$ cat src/rtl/decode_if.sv
// rtl/decode_if.sv - fetch-to-decode and decode-to-execute handshake bundle
interface decode_if #(
    parameter int PC_W = 20
) ();
    logic [15:0]     in_word;
    logic [PC_W-1:0] in_pc;
    logic            in_valid;
    logic            in_ready;

    logic            out_valid;
    logic            out_ready;
    logic            out_is32;
    logic [31:0]     out_word;
    logic [PC_W-1:0] out_pc;
    logic [3:0]      out_class;
    logic [7:0]      out_opcode;
    logic [5:0]      out_dest;
    logic [5:0]      out_srca;
    logic [5:0]      out_srcb;

    modport slave (
        input  in_word, in_pc, in_valid, out_ready,
        output in_ready, out_valid, out_is32, out_word, out_pc,
        output out_class, out_opcode, out_dest, out_srca, out_srcb
    );

    modport master (
        output in_word, in_pc, in_valid, out_ready,
        input  in_ready, out_valid, out_is32, out_word, out_pc,
        input  out_class, out_opcode, out_dest, out_srca, out_srcb
    );
endinterface

$ cat src/rtl/decode.sv
// rtl/decode.sv - instruction decode stage assembling 16/32-bit instructions
module decode #(
    parameter int PC_W = 20,
    parameter int IW   = 16
) (
    input  logic   clock,
    input  logic   reset,
    input  logic   flush,
    decode_if.slave bus
);

    typedef enum logic {
        FIRST  = 1'b0,
        SECOND = 1'b1
    } state_t;

    state_t state, state_next;

    logic [IW-1:0]   hold_word;
    logic [PC_W-1:0] hold_pc;

    logic            valid_q;
    logic            is32_q;
    logic [2*IW-1:0] word_q;
    logic [PC_W-1:0] pc_q;
    logic [3:0]      class_q;
    logic [7:0]      opcode_q;
    logic [5:0]      dest_q;
    logic [5:0]      srca_q;
    logic [5:0]      srcb_q;

    logic            ready;
    logic            accept;
    logic            load;
    logic            load_is32;
    logic            latch_first;
    logic [IW-1:0]   lo_word;
    logic [IW-1:0]   hi_word;
    logic [PC_W-1:0] load_pc;

    assign ready  = ~valid_q | bus.out_ready;
    assign accept = bus.in_valid & ready;

    // A 16-bit instruction is treated as a 32-bit one with an all-zero high
    // half, so one field concatenation yields both zero-extension and pairing.
    always_comb begin
        state_next  = state;
        load        = 1'b0;
        load_is32   = 1'b0;
        latch_first = 1'b0;
        lo_word     = bus.in_word;
        hi_word     = '0;
        load_pc     = bus.in_pc;
        if (state == SECOND) begin
            lo_word = hold_word;
            hi_word = bus.in_word;
            load_pc = hold_pc;
        end
        if (flush) begin
            state_next = FIRST;
        end else if (accept) begin
            case (state)
                FIRST: begin
                    if (bus.in_word[15]) begin
                        latch_first = 1'b1;
                        state_next  = SECOND;
                    end else begin
                        load = 1'b1;
                    end
                end
                SECOND: begin
                    load       = 1'b1;
                    load_is32  = 1'b1;
                    state_next = FIRST;
                end
                default: state_next = FIRST;
            endcase
        end
    end

    always_ff @(posedge clock) begin
        if (reset) begin
            state <= FIRST;
        end else begin
            state <= state_next;
        end
    end

    always_ff @(posedge clock) begin
        if (reset || flush) begin
            hold_word <= '0;
            hold_pc   <= '0;
        end else if (latch_first) begin
            hold_word <= bus.in_word;
            hold_pc   <= bus.in_pc;
        end
    end

    // Flush outranks both a new load and out_ready; data is left as-is since
    // it is don't-care once out_valid drops.
    always_ff @(posedge clock) begin
        if (reset) begin
            valid_q  <= 1'b0;
            is32_q   <= 1'b0;
            word_q   <= '0;
            pc_q     <= '0;
            class_q  <= '0;
            opcode_q <= '0;
            dest_q   <= '0;
            srca_q   <= '0;
            srcb_q   <= '0;
        end else if (flush) begin
            valid_q <= 1'b0;
        end else if (load) begin
            valid_q  <= 1'b1;
            is32_q   <= load_is32;
            word_q   <= {hi_word, lo_word};
            pc_q     <= load_pc;
            class_q  <= {hi_word[14:13], lo_word[14:13]};
            opcode_q <= {hi_word[12:9],  lo_word[12:9]};
            dest_q   <= {hi_word[8:6],   lo_word[8:6]};
            srca_q   <= {hi_word[5:3],   lo_word[5:3]};
            srcb_q   <= {hi_word[2:0],   lo_word[2:0]};
        end else if (bus.out_ready) begin
            valid_q <= 1'b0;
        end
    end

    assign bus.in_ready   = ready;
    assign bus.out_valid  = valid_q;
    assign bus.out_is32   = is32_q;
    assign bus.out_word   = word_q;
    assign bus.out_pc     = pc_q;
    assign bus.out_class  = class_q;
    assign bus.out_opcode = opcode_q;
    assign bus.out_dest   = dest_q;
    assign bus.out_srca   = srca_q;
    assign bus.out_srcb   = srcb_q;

endmodule

$ cat src/flat_wrapper.sv
// flat-port wrapper written by rule: the top's interface ports become plain ports
module decode_flat 
#(
    parameter int PC_W = 20,
    parameter int IW   = 16
)
  (clock, reset, flush, bus_in_word, bus_in_pc, bus_in_valid, bus_out_ready, bus_in_ready, bus_out_valid, bus_out_is32, bus_out_word, bus_out_pc, bus_out_class, bus_out_opcode, bus_out_dest, bus_out_srca, bus_out_srcb);
  decode_if #(.PC_W(PC_W)) bus_i ();
  input  logic clock;
  input  logic reset;
  input  logic flush;
  input wire logic [$bits(bus_i.in_word)-1:0] bus_in_word;
  input wire logic [$bits(bus_i.in_pc)-1:0] bus_in_pc;
  input wire logic [$bits(bus_i.in_valid)-1:0] bus_in_valid;
  input wire logic [$bits(bus_i.out_ready)-1:0] bus_out_ready;
  output wire logic [$bits(bus_i.in_ready)-1:0] bus_in_ready;
  output wire logic [$bits(bus_i.out_valid)-1:0] bus_out_valid;
  output wire logic [$bits(bus_i.out_is32)-1:0] bus_out_is32;
  output wire logic [$bits(bus_i.out_word)-1:0] bus_out_word;
  output wire logic [$bits(bus_i.out_pc)-1:0] bus_out_pc;
  output wire logic [$bits(bus_i.out_class)-1:0] bus_out_class;
  output wire logic [$bits(bus_i.out_opcode)-1:0] bus_out_opcode;
  output wire logic [$bits(bus_i.out_dest)-1:0] bus_out_dest;
  output wire logic [$bits(bus_i.out_srca)-1:0] bus_out_srca;
  output wire logic [$bits(bus_i.out_srcb)-1:0] bus_out_srcb;
  assign bus_i.in_word = bus_in_word;
  assign bus_i.in_pc = bus_in_pc;
  assign bus_i.in_valid = bus_in_valid;
  assign bus_i.out_ready = bus_out_ready;
  assign bus_in_ready = bus_i.in_ready;
  assign bus_out_valid = bus_i.out_valid;
  assign bus_out_is32 = bus_i.out_is32;
  assign bus_out_word = bus_i.out_word;
  assign bus_out_pc = bus_i.out_pc;
  assign bus_out_class = bus_i.out_class;
  assign bus_out_opcode = bus_i.out_opcode;
  assign bus_out_dest = bus_i.out_dest;
  assign bus_out_srca = bus_i.out_srca;
  assign bus_out_srcb = bus_i.out_srcb;
  decode #(.PC_W(PC_W), .IW(IW)) u_core (.clock(clock), .reset(reset), .flush(flush), .bus(bus_i));
endmodule
$ cat config.mk
export PLATFORM = sky130hd
export DESIGN_NAME = decode_flat
export DESIGN_NICKNAME = d
export VERILOG_FILES = /design/src/rtl/decode_if.sv /design/src/rtl/decode.sv /design/src/flat_wrapper.sv
export SDC_FILE = /design/constraint.sdc
export NUM_CORES = 1
export LEC_CHECK = 0
export ABC_AREA = 1
export CAP_MARGIN = 20
export CORE_ASPECT_RATIO = 0.75
export CORE_MARGIN = 5
export CORE_UTILIZATION = 55
export DETAILED_ROUTE_END_ITERATION = 10
export DONT_BUFFER_PORTS = 1
export PLACE_DENSITY = 0.78
export SETUP_SLACK_MARGIN = 0.15
export SYNTH_ARGS = -nofsm -noshare
export SYNTH_HDL_FRONTEND = slang
export SYNTH_SLANG_ARGS = --single-unit
$ cat constraint.sdc
create_clock -name clock -period 2.43 [get_ports clock]
set_input_delay 0.486 -clock clock [delete_from_list [all_inputs] [get_ports clock]]
set_output_delay 0.486 -clock clock [all_outputs]
set_load 0.02 [all_outputs]
# Yosys cells after proc, flatten, opt, wreduce, memory -nomap -nowiden
# Index checks and enable logic that the tools add are counted.
# word_totals
regBits	121
latch_bits	0
mem_bits_rw	0
mem_bits_ro	0
inputBits	41
word_cells	37
memories	0
# classes
add_sub_neg	0
n_mul	0
div_mod_pow	0
order_cmp	0
n_eq_ne	0
n_shift	0
muxes	16
bitwise	5
reduce_logical	4
# op_table
operator	n
$mux 16	2
$mux 20	1
$mux 1	11
$pmux 1 s2	2
$not 1->1	3
$reduce_and 2->1	1
$reduce_bool 2->1	1
$reduce_or 2->1	1
$and 1x1->1	1
$logic_or 1x1->1	1
$or 1x1->1	1

# Logic depth before layout (Yosys ltp)
# logic_depth
word_depth	6
depth_mapped	8
depth_no_buf	7

# Worst setup path before layout
# OpenSTA, ideal clock, no wires.
# synth_timing
path_kind	input -> register
startpoint	input bus_out_ready
endpoint	register u_core.pc_q[1] (netlist: u_core.bus.out_pc[1])
t_arrival_ps	1417
required_ps	2317
slack_ps	900
stages	7
path_cell_list	inv_1 > nand2_1 > nand4_2 > buf_2 > buf_4 > nor2_1 > nor2_1
# synth_between
elab_chain_cells	5
# synth_rtl
element	line_no	text
start: declaration	flat_wrapper.sv:15	input wire logic [$bits(bus_i.out_ready)-1:0] bus_out_ready;
$or 1x1->1	decode.sv:41	assign ready = ~valid_q | bus.out_ready;
net bus_in_ready	flat_wrapper.sv:16	output wire logic [$bits(bus_i.in_ready)-1:0] bus_in_ready;
$and 1x1->1	decode.sv:42	assign accept = bus.in_valid & ready;
$mux 1	decode.sv:61	end else if (accept) begin
$mux 1	decode.sv:59	if (flush) begin
$reduce_and 2->1 (no source line)	--	
end signal: assignment	decode.sv:118	pc_q <= load_pc;
end: declaration	decode.sv:25	logic [PC_W-1:0] pc_q;
# The timed path passes the listed nets, and every way through them passes these cells.
# A chain may end at the register's enable or synchronous reset.

# Worst setup path in the final report
# layout_timing
startpoint	register u_core.valid_q (netlist: u_core.bus.out_valid)
endpoint	register u_core.pc_q[13] (netlist: u_core.bus.out_pc[13])
# layout_between
elab_chain_cells	6
# layout_rtl
element	line_no	text
start: declaration	decode.sv:22	logic valid_q;
start signal: assignment	decode.sv:103	valid_q <= 1'b0;
start signal: assignment	decode.sv:113	valid_q <= 1'b0;
start signal: assignment	decode.sv:115	valid_q <= 1'b1;
$not 1->1	decode.sv:41	
$or 1x1->1	decode.sv:41	
net bus_in_ready	flat_wrapper.sv:16	
$and 1x1->1	decode.sv:42	
$mux 1	decode.sv:61	
$mux 1	decode.sv:59	
$reduce_and 2->1 (no source line)	--	
# The timed path passes the listed nets, and every way through them passes these cells.

==> results.yml <==
drt:
  wirelength_um: 9230
  ant_nets: 0
  route.detailed.drc: 0
  dr.pass1.iters: 5
  avgRoutedWirePerCell_um: 13.2
  vias: 3443
  drt-initial-drc-count: 185
  drt-vias-per-instance: 4.91
critical_path:
  ff2ff_setup_slack_ps: 710
  reg2reg_depth: 6
  crit_path_max_fanout: 41
  cp.arrival_ps: 1960
  critPathKind: "flop to flop"
  slowest_stage: "dfxtp_1"
  r2r-start: "u_core.bus.out_valid$_SDFFE_PP0P_"
  slowest_delay_ps: 530
  path_cells: "nand2_1 -> nand4_4 -> buf_4 -> nand2_1 -> nand2_1 -> nor2_1"
  r2r-end: "u_core.bus.out_pc[13]$_SDFFE_PP0P_"
  crit_required_ps: 2670
  cpMostUsedCell: "nand2_1"
  startpoint_type: "flop"
  worst_setup_path_end_kind: "flop"
sta:
  final.period_utilization_pct: 70.7
  hold_viol: 0
  finClkSkew_ps: 9.15
  tightestPinTransition_ps: 776
  finalSetupTns_ps: 0
  fmax_ghz: 0.582
  fin_ws_ps: 711
  drv_slew: 0
  rsz0062_at_grt: "false"
  slew_headroom_pct: 48.2
  setup-violations-final: 0
  period_needed_ps: 1720
clock_network:
  clk_latency_ps: 350
  clockBufferDepth: 2
  postCtsSetupBuffers: 0
  clkTransAtPathRegs_ps: 80
  cts_hold_buffers: 0
  clock-sinks: 91
  cts_made_buffers: 9
  postCtsResizedCells: 0
  cts_tree: "built"
  h-tree-depth: 3
  cts_root_buffer: "clkbuf_8"
synth:
  synthFlopType: "dfxtp_1"
  synthMuxAreaShare_pct: 0
  syn_nets: 680
  synth_edf_count: 0
  synth-seq-cells: 91
  synth_top_area_cell: "dfxtp_1"
  synth_cell_types: 18
  yosys.area_share.simple_pct: 36.9
  synth_area_sq_mm: 0.00415
  async_reset_ff_share_pct: 0
  synth_fa_ha_area_share_pct: 0
  synth.top_cells.by_area: "dfxtp_1 (44%), nand2_1 (19%), nor2_1 (15%)"
  synth_most_common_cell: "nand2_1"
  synth_xor_area_share_pct: 0
  syn_inst: 639
  synth.top_cell.area_share_pct: 43.9
  seq_area_frac_synth_pct: 43.9
  synth_top_family_by_area: "simple AND/OR/NAND/NOR gates"
  synthTopCellsByCount: "nand2_1 (208), nor2_1 (168), dfxtp_1 (91)"
  yosysWarnings: 0
  avgSynthCellArea_sq_um: 6.49
  synth_compound_area_share_pct: 5.76
layout:
  area_growth_pct: 0.452
  utilization_pct: 56.9
  drive_gt1_share_pct: 5.17
  num-nets-final: 636
  diodes: 0
floorplan:
  ios: 126
  dieArea_sq_mm: 0.00940
  start_util_pct: 56.6
  core_sq_mm: 0.00733
  rows: 27
  fp.dieH_um: 85.2
  die_w_um: 110
grt:
  grt-ovfl-total: 0
  antenna_found_initial: 0
  grt_pass1_vias: 3337
  grt_pass1_wl_um: 15600
  grt_util_all_layers_pct: 20.6
  grt_max_degree: 47
min_path:
  hold_path_depth: 1
  min_from: "reset"
  hold_path_class: "primary input to flop"
  hold_end: "u_core.bus.out_is32$_SDFFE_PP0P_"
power:
  cellLeakagePower_nw: 1.96
  power_mw: 2.97
  p_per_area_mw_per_mm2: 712
  ir_worst_vdd_v: 0.000313
place:
  io_buffer_count: 0
  gp_congestion: 0.840
  place_ws_ps: 694
  dp_hpwl_um: 6390
status:
  status: "complete, no violations"
run:
  cap_violations: 0
-- cell type report --
cell class | instances | area, sq um
flip-flops and latches | 91 | 1820
inverters | 43 | 161
clock inverters | 4 | 50.0
repair buffers | 9 | 80.1
multi-input cells | 441 | 1780
clock buffers | 12 | 145
well taps | 101 | 126
fillers | 741 | 3160
-- layout by cell type (no fill, tap or decap) --
cell / synthesis / routed
a211oi_1: 1 / 1
nand2_4: 1 / 1
a21oi_1: 8 / 8
nor2_2: 0 / 1
nor2_4: 1 / 1
nand3_1: 17 / 17
clkbuf_1: 10 / 2
inv_1: 41 / 41
inv_2: 2 / 2
nor2_1: 168 / 167
bufinv_16: 0 / 1
buf_4: 32 / 8
clkinv_2: 0 / 1
nand2_1: 208 / 208
o21ai_0: 35 / 35
dfxtp_2: 0 / 1
buf_12: 0 / 1
dfxtp_1: 91 / 90
clkbuf_8: 0 / 10
a21oi_4: 1 / 1
clkinvlp_4: 0 / 2
nand4_4: 0 / 1
-- routing by layer --
metal  up-vias  GRT usage (%)  part of all wire, %
met2       117           33.8                   46
met1      1517           24.8                   41
met3        12           8.37                   11
met4         0           6.49                  1.4
li1       1797              -                    -
met5         -              0                    0
-- sequential cells by signal, indices dropped and copies added (netlist names) --
name / cells
u_core.bus.out_dest: 5
u_core.bus.out_opcode: 7
u_core.state: 1
u_core.bus.out_srca: 5
u_core.bus.out_srcb: 5
u_core.bus.out_is32: 1
u_core.bus.out_word: 7
u_core.bus.out_valid: 1
u_core.hold_word: 16
u_core.bus.out_class: 3
u_core.bus.out_pc: 20
u_core.hold_pc: 20
-- through the flow --
| step | cell area, sq um | hold slack (ps) | instances |
|---|---|---|---|
| detailed placement | 3970 | 459 | 685 |
| CTS | 4170 | 175 | 701 |
| finish | 4170 | 193 | 701 |
| floorplan | 4150 | 440 | 639 |
| global placement | 3970 | 448 | 685 |
| global route | 4170 | 167 | 701 |
-- worst max-delay path by stage --
stage	from	endpoint	cells after the start
finish	u_core.bus.out_valid$_SDFFE_PP0P_	u_core.bus.out_pc[13]$_SDFFE_PP0P_	6
global route	u_core.state$_SDFFE_PP0N_	u_core.bus.out_pc[13]$_SDFFE_PP0P_	8
CTS	u_core.bus.out_valid$_SDFFE_PP0P_	u_core.bus.out_pc[13]$_SDFFE_PP0P_	6
detailed placement	bus_out_ready	u_core.hold_word[0]$_SDFFE_PP0P_	7
floorplan	bus_out_ready	u_core.bus.out_pc[1]$_SDFFE_PP0P_	7
global placement	bus_out_ready	u_core.bus.out_pc[2]$_SDFFE_PP0P_	7
-- worst max-delay path: cells and delay by family (launching register included) --
kind / cells / cell delay [ps]
buffers and inverters: 1 / 360
flip-flops: 1 / 530
AND/OR/NAND/NOR: 5 / 710
-- report_power, final --
part	switching [mW]	internal, mW	leakage, nW
sequential	0.136	1.55	0.741
clock	0.504	0.503	0.0926
combinational	0.182	0.0912	1.12
-- logic make-up (layout without fill, tap and decap cells) --
group,count (synthesis),in the layout
AO/OA/AOI/OAI,45,45
buffers and inverters,107,68
flip-flops,91,91
AND/OR/NAND/NOR,396,396
(Power assumes the default switching activity.)
